--- src/rtl/crc_pkg.sv ---
// Shared types, the bit-reverse helper and common CRC presets for the parametrised CRC engine.
package crc_pkg;

  typedef enum logic {
    IDLE = 1'b0,
    RUN  = 1'b1
  } state_t;

  typedef struct packed {
    logic [5:0]  width;
    logic [31:0] poly;
    logic [31:0] init;
    logic [31:0] xor_out;
    logic        refin;
    logic        refout;
  } crc_preset_t;

  localparam crc_preset_t CRC12_DECT = '{
    width: 6'd12, poly: 32'h0000_080F, init: 32'h0, xor_out: 32'h0,
    refin: 1'b0, refout: 1'b0
  };

  localparam crc_preset_t CRC16_CCITT_FALSE = '{
    width: 6'd16, poly: 32'h0000_1021, init: 32'h0000_FFFF, xor_out: 32'h0,
    refin: 1'b0, refout: 1'b0
  };

  localparam crc_preset_t CRC32 = '{
    width: 6'd32, poly: 32'h04C1_1DB7, init: 32'hFFFF_FFFF, xor_out: 32'hFFFF_FFFF,
    refin: 1'b1, refout: 1'b1
  };

  // Reverses the low w bits of v; bits at and above w come back as zero.
  function automatic logic [31:0] bitrev(input logic [31:0] v, input int w);
    logic [31:0] r;
    logic [31:0] s;
    r = '0;
    s = v;
    for (int i = 0; i < 32; i++) begin
      if (i < w) begin
        r = {r[30:0], s[0]};
        s = s >> 1;
      end
    end
    return r;
  endfunction

endpackage

--- src/rtl/crc_step.sv ---
// One clock's worth of CRC update: DATA_W iterations of the MSB-first LFSR, fully unrolled.
module crc_step #(
  parameter int                CRC_W      = 12,
  parameter logic [CRC_W-1:0]  POLY       = CRC_W'(12'h80F),
  parameter int                DATA_W     = 8,
  parameter bit                REFLECT_IN = 1'b0
) (
  input  logic [CRC_W-1:0]  crc_in,
  input  logic [DATA_W-1:0] data,
  output logic [CRC_W-1:0]  crc_out
);

  logic [CRC_W-1:0]  acc;
  logic [DATA_W-1:0] sh;
  logic              d;
  logic              fb;

  // Feeding data LSB-first into the MSB-first register gives the reflected-input CRC
  // once the result is bit-reversed on the way out.
  always_comb begin
    acc = crc_in;
    sh  = data;
    d   = 1'b0;
    fb  = 1'b0;
    for (int i = 0; i < DATA_W; i++) begin
      d   = REFLECT_IN ? sh[0] : sh[DATA_W-1];
      fb  = acc[CRC_W-1] ^ d;
      acc = {acc[CRC_W-2:0], 1'b0} ^ (fb ? POLY : '0);
      sh  = REFLECT_IN ? (sh >> 1) : (sh << 1);
    end
    crc_out = acc;
  end

endmodule

--- src/rtl/crc_engine.sv ---
// Framed CRC generator/checker: one DATA_W word per cycle, sof/eof delimited, optional compare.
module crc_engine
  import crc_pkg::*;
#(
  parameter int                CRC_W       = 12,
  parameter logic [CRC_W-1:0]  POLY        = CRC_W'(12'h80F),
  parameter logic [CRC_W-1:0]  INIT        = '0,
  parameter logic [CRC_W-1:0]  XOR_OUT     = '0,
  parameter int                DATA_W      = 8,
  parameter bit                REFLECT_IN  = 1'b0,
  parameter bit                REFLECT_OUT = 1'b0
) (
  input  logic              clk,
  input  logic              arstn,
  input  logic              in_valid,
  input  logic              in_sof,
  input  logic              in_eof,
  input  logic [DATA_W-1:0] in_data,
  input  logic              chk_en,
  input  logic [CRC_W-1:0]  crc_ref,
  output logic [CRC_W-1:0]  crc,
  output logic              crc_valid,
  output logic              crc_ok,
  output logic              busy,
  output logic              err
);

  state_t           state, state_nx;
  logic [CRC_W-1:0] reg_q, reg_nx;
  logic [CRC_W-1:0] step_in, step_out, fin_val, crc_nx;
  logic             crc_valid_nx, crc_ok_nx, err_nx;

  // A sof always restarts from INIT, whatever state the frame was in.
  assign step_in = (in_sof || state == IDLE) ? INIT : reg_q;

  crc_step #(
    .CRC_W      (CRC_W),
    .POLY       (POLY),
    .DATA_W     (DATA_W),
    .REFLECT_IN (REFLECT_IN)
  ) u_step (
    .crc_in  (step_in),
    .data    (in_data),
    .crc_out (step_out)
  );

  assign fin_val = (REFLECT_OUT ? CRC_W'(bitrev(32'(step_out), CRC_W)) : step_out) ^ XOR_OUT;
  assign busy    = (state == RUN);

  always_comb begin
    state_nx     = state;
    reg_nx       = reg_q;
    crc_nx       = crc;
    crc_valid_nx = 1'b0;
    crc_ok_nx    = 1'b0;
    err_nx       = 1'b0;
    if (in_valid) begin
      if (state == IDLE && !in_sof) begin
        err_nx = 1'b1;
      end else begin
        err_nx = (state == RUN) && in_sof;
        if (in_eof) begin
          state_nx     = IDLE;
          reg_nx       = INIT;
          crc_nx       = fin_val;
          crc_valid_nx = 1'b1;
          crc_ok_nx    = chk_en && (fin_val == crc_ref);
        end else begin
          state_nx = RUN;
          reg_nx   = step_out;
        end
      end
    end
  end

  always_ff @(posedge clk or negedge arstn) begin
    if (!arstn) begin
      state     <= IDLE;
      reg_q     <= INIT;
      crc       <= '0;
      crc_valid <= 1'b0;
      crc_ok    <= 1'b0;
      err       <= 1'b0;
    end else begin
      state     <= state_nx;
      reg_q     <= reg_nx;
      crc       <= crc_nx;
      crc_valid <= crc_valid_nx;
      crc_ok    <= crc_ok_nx;
      err       <= err_nx;
    end
  end

endmodule

--- config.mk ---
export PLATFORM = sky130hd
export DESIGN_NAME = crc_engine
export DESIGN_NICKNAME = d
export VERILOG_FILES = /design/src/rtl/crc_pkg.sv /design/src/rtl/crc_step.sv /design/src/rtl/crc_engine.sv
export SDC_FILE = /design/constraint.sdc
export NUM_CORES = 1
export LEC_CHECK = 0
export CAP_MARGIN = 25
export CORE_ASPECT_RATIO = 0.6
export CORE_MARGIN = 2
export CORE_UTILIZATION = 35
export CTS_CLUSTER_DIAMETER = 40
export DETAILED_ROUTE_END_ITERATION = 12
export PLACE_DENSITY = 0.58
export SETUP_SLACK_MARGIN = 0.3
export SLEW_MARGIN = 20
export SYNTH_ARGS = -nofsm -noshare
export SYNTH_HDL_FRONTEND = slang
export SYNTH_HIERARCHICAL = 1
export SYNTH_SLANG_ARGS = --single-unit
--- constraint.sdc ---
create_clock -name clk -period 4.1 [get_ports clk]
set_clock_uncertainty 0.2 [all_clocks]
set_input_delay 0.82 -clock clk [delete_from_list [all_inputs] [get_ports clk]]
set_output_delay 0.82 -clock clk [all_outputs]
set_load 0.02 [all_outputs]
Yosys cells after proc, flatten, opt, wreduce, memory -nomap -nowiden. Index checks and enable logic that the tools add are counted. W data, S select, Z words.

Bits of input ports: 26. Output and inout port bits: 16. Word-level logic and storage cells: 51. Flip-flop bits (word level): 28.

Muxes and demuxes: 19. Bitwise operators: 18. Reductions and logical operators: 7. Equal/unequal tests: 1.

Operator list (count): $mux W12 (10); $xor A12 B12 Y12 (8); $eq A12 B12 Y1 (1); $mux W1 (9); $xor A1 B1 Y1 (8); $logic_and A1 B1 Y1 (3); $reduce_and A3 Y1 (1); $not A1 Y1 (2); $reduce_and A2 Y1 (1); $logic_not A1 Y1 (1); $logic_or A1 B1 Y1 (1).

Longest topological paths before layout.
Depth after elaboration: 32. Mapped depth: 12. Mapped depth without buffers: 10.

By module. The synthesis kept the hierarchy.

By module, submodules not included: crc_engine (seq. area each 700.7 um^2, times used 1, cells each 121, area an instance 1333.8 um^2); crc_step (seq. area each 0.0 um^2, times used 1, cells each 26, area an instance 237.7 um^2).

Worst setup path after synthesis. No wires, ideal clock.

Kind: input port to flip-flop. From: input port in_sof. To: register crc_ok. Required time: 3.804 ns. Path slack: 0.526 ns. Arrival: 3.278 ns. Cell stages on the path: 11. Cell sequence: inv_1 -> ha_1 -> clkbuf_1 -> and2_1 -> xor2_1 -> xor2_1 -> xor2_1 -> xnor3_1 -> xor2_1 -> or4_1 -> nor4_2.

Elaborated cells between the ends (all ways): 33.

RTL lines: start, declared (line crc_engine.sv:16) `input logic in_sof,`; $logic_or A1 B1 Y1 (line crc_engine.sv:34) `assign step_in = (in_sof || state == IDLE) ? INIT : reg_q;`; $mux W12 (line crc_engine.sv:34); net step_in[4] (line crc_engine.sv:30) `logic [CRC_W-1:0] step_in, step_out, fin_val, crc_nx;`; $xor A12 B12 Y12 (7 in a row) (line crc_step.sv:28) `acc = {acc[CRC_W-2:0], 1'b0} ^ (fb ? POLY : '0);`; $xor A1 B1 Y1 (line crc_step.sv:27) `fb = acc[CRC_W-1] ^ d;`; $mux W12 (line crc_step.sv:28); $xor A12 B12 Y12 (line crc_step.sv:28); net fin_val[1] (line crc_engine.sv:30); $eq A12 B12 Y1 (line crc_engine.sv:67) `crc_ok_nx = chk_en && (fin_val == crc_ref);`; $logic_and A1 B1 Y1 (line crc_engine.sv:67); $mux W1 (line crc_engine.sv:62) `if (in_eof) begin`; $mux W1 (line crc_engine.sv:58) `if (state == IDLE && !in_sof) begin`; $mux W1 (line crc_engine.sv:57) `if (in_valid) begin`; net crc_ok_nx (line crc_engine.sv:31) `logic crc_valid_nx, crc_ok_nx, err_nx;`; end signal, assigned (line crc_engine.sv:89) `crc_ok <= crc_ok_nx;`; end, declared (line crc_engine.sv:23) `output logic crc_ok,`.

The timed path passes the listed nets, and every way through them passes these cells. A chain may end at the register's enable or synchronous reset.

Worst setup path in the final report.
From: input port in_sof. To: register crc_ok.

Elaborated cells between the ends (all ways): 33.

RTL lines (line): $logic_or A1 B1 Y1 (crc_engine.sv:34); $mux W12 (crc_engine.sv:34); net step_in[8] (crc_engine.sv:30); $xor A12 B12 Y12 (3 in a row) (crc_step.sv:28); $xor A1 B1 Y1 (crc_step.sv:27); $mux W12 (crc_step.sv:28); $xor A12 B12 Y12 (crc_step.sv:28); $xor A1 B1 Y1 (crc_step.sv:27); [10 not listed]; $xor A12 B12 Y12 (crc_step.sv:28); net fin_val[11] (crc_engine.sv:30); $eq A12 B12 Y1 (crc_engine.sv:67); $logic_and A1 B1 Y1 (crc_engine.sv:67); $mux W1 (crc_engine.sv:62); $mux W1 (crc_engine.sv:58); $mux W1 (crc_engine.sv:57); net crc_ok_nx (crc_engine.sv:31).

The timed path passes the listed nets, and every way through them passes these cells.

==> reports/metrics.cfg <==
[timing]
max_freq_mhz = 275
layout_min_cycle_time_ns = 3.63
grt_setup_unrepaired = false
max_slew_margin_pct = 44.6
fin_ws_ns = 0.468
hold_viol = 0
slew_viol_final = 0
setup_viol = 0
fin_crit_sh_pct = 88.6
worst_slew_pin_slew_ns = 0.831
setup_tns_ns = 0

[synthesis]
synth_warnings = 6
ys.flop_type = dfrtp_1
synth_top_area_share_pct = 44.6
synth.area.top_cells = dfrtp_1 (45%), xnor2_1 (13%), mux2_2 (8.6%)
ys_ff_latch = 28
synth_nets = 175
syn_avg_cell_area_um2 = 10.7
yosys.cell_types.count = 20
synth-async-reset-ratio_pct = 100
synth_largest_area_cell = dfrtp_1
ys_seq_area_share_pct = 44.6
synth_area_um2 = 1570
synth_edf_count = 0
synthCells = 147

[worst_setup_path]
reg2reg_setup_slack_ns = 1.08
startpoint_type = input pin
reg2reg_depth = 9
r2r_start = busy
critPathCaptureType = register
crit_start = in_sof
rr_endpoint = crc_ok
crit_end = crc_ok
crit_type = input pin to register
crit_arrival_ns = 3.63
path_max_fanout = 12
cp_data_required_time_ns = 4.09

[placement]
dp_hpwl_um = 2950
gp_congestion = 0.809
dpl_cell_area_um2 = 2090
numPortBuffers = 41
pre_cts_ws_ns = 0.00799

[pwr]
max-vdd-ir-drop_uv = 364
leakage_nw = 0.948
powerDensity_nw_per_um2 = 522

[layout]
antenna_cells = 0
fill_cells = 408
final_area_um2 = 2200
nets = 224
register_area_um2 = 701
area_growth_pct = 40.2
multiInputGateArea_um2 = 868
drive_above_1_share_pct = 18.5

[route]
drt_iter0_drc = 14
routed_wl_um = 3820
vias = 1148
viasPerCell = 4.50
ant_nets = 0
first_pass_iters = 4
avgRoutedWirePerCell_um = 15.0
drc_errors = 0

[die]
io_pins = 42
dieArea_um2 = 5060
initial_core_util_pct = 37.3
die_w_um = 90.5
core_area_um2 = 4210
rows = 18
die_y_um = 55.9

[worst_hold_path]
min_path_type = register to register
hold_depth = 2

[global_route]
grt_overflow_total = 0
grt_max_degree = 29
grt_pass1_wl_um = 6290
antenna_found_initial = 0
grtUsageTotal_pct = 16.2
first_global_vias = 1195

[clocking]
cts_tree = built
clk_pin_slew_ns = 0.10
numCtsBuffers = 3
ctsHtreeMaxLevel = 1
clkLatencyLatePin_ns = 0.28
clock_sink_count = 28
cts_root_buf = clkbuf_8
clockBufferDepth = 2

[job]
cap_viol_max_count = 0

[status]
status = completed

[cell usage after synthesis, types with 2 or more instances]
master,instances
and2_1,12
clkbuf_1,5
dfrtp_1,28
ha_1,2
inv_1,5
mux2_2,12
nand2_1,14
nand2b_1,13
nand4_1,2
o21ai_0,13
xnor2_1,23
xor2_1,10
[cells in the final DEF, fill, tap and decap left out, drive strengths merged, types with 4 or more instances in the layout]
cell type,instances
inv,5
dfrtp,28
clkbuf,4
clkdlybuf4s50,41
mux2,12
and2,12
nand2b,13
xnor2,24
o21ai,13
nand2,14
xor2,10
buf,10
[worst min-delay path by stage]
stage / startpoint / endpoint / slack [ns]
after floorplan: reg_q[0] / reg_q[0] / 0.24
after global placement: reg_q[7] / reg_q[7] / 0.26
after detailed placement: reg_q[10] / reg_q[10] / 0.27
after CTS: reg_q[10] / reg_q[10] / 0.29
after global routing: reg_q[3] / reg_q[3] / 0.31
final: reg_q[10] / reg_q[10] / 0.28
[power breakdown]
group	internal, W	switching, W
Clock	0.0000863	0.0000909
Sequential	0.000357	0.0000415
Combinational	0.000305	0.000268
[timing repair]
action / 4_1_cts / 5_1_grt
setup buffers: 0 / 1
endpoints found under the setup margin: 0 / 1
hold buffers: 0 / 0
resized for setup: 0 / 7
[state kept, by name, indices dropped and copies added, names as in the netlist]
signal	cells
crc_valid	1
crc_ok	1
crc	12
busy	1
reg_q	12
err	1
[logic make-up after synthesis]
logic type,share of synthesized area [%]
and+or+nand+nor,17.0
xor gates and xnor gates,20.9
AOI/OAI and AO/OA,4.14
buffers and inverters,3.18
adders and majority gates,1.59
DFF,44.6
muxes,8.60
[through the flow]
step / std cells / power, W / hold slack [ns] / utilization, %
global route: 255 / 0.00122 / 0.313 / 52.3
finish: 255 / 0.00115 / 0.281 / 52.3
CTS: 254 / 0.00115 / 0.289 / 51.0
global placement: 250 / 0.000954 / 0.261 / 49.7
detailed placement: 250 / 0.000967 / 0.265 / 49.7
floorplan: 147 / 0.000720 / 0.242 / -
[critical path, stage by stage]
cell and delay [ns]:
clkdlybuf4s50_1 0.45, inv_1 0.05, ha_2 0.25, and2_1 0.19, xnor2_2 0.26, xnor2_1 0.22
xnor2_2 0.17, xnor3_1 0.37, xor2_1 0.17, or4_1 0.52, nor4_2 0.14
[area by class of cell]
cell class	count	share of cell area, %
clock buffer	4	2.50
inverter	5	0.852
multi-input combinational	107	39.4
sequential	28	31.8
tap	60	3.41
timing repair buffer	51	22.0
[metal layers]
metal / track usage, % / part of all wire (%) / up-vias
met1: 23.8 / 50 / 549
met4: 4.62 / 1.0 / 0
met2: 22.9 / 43 / 29
met5: 0 / 0 / -
met3: 4.74 / 5.7 / 5
li1: - / - / 565
(Power assumes the default switching activity.)
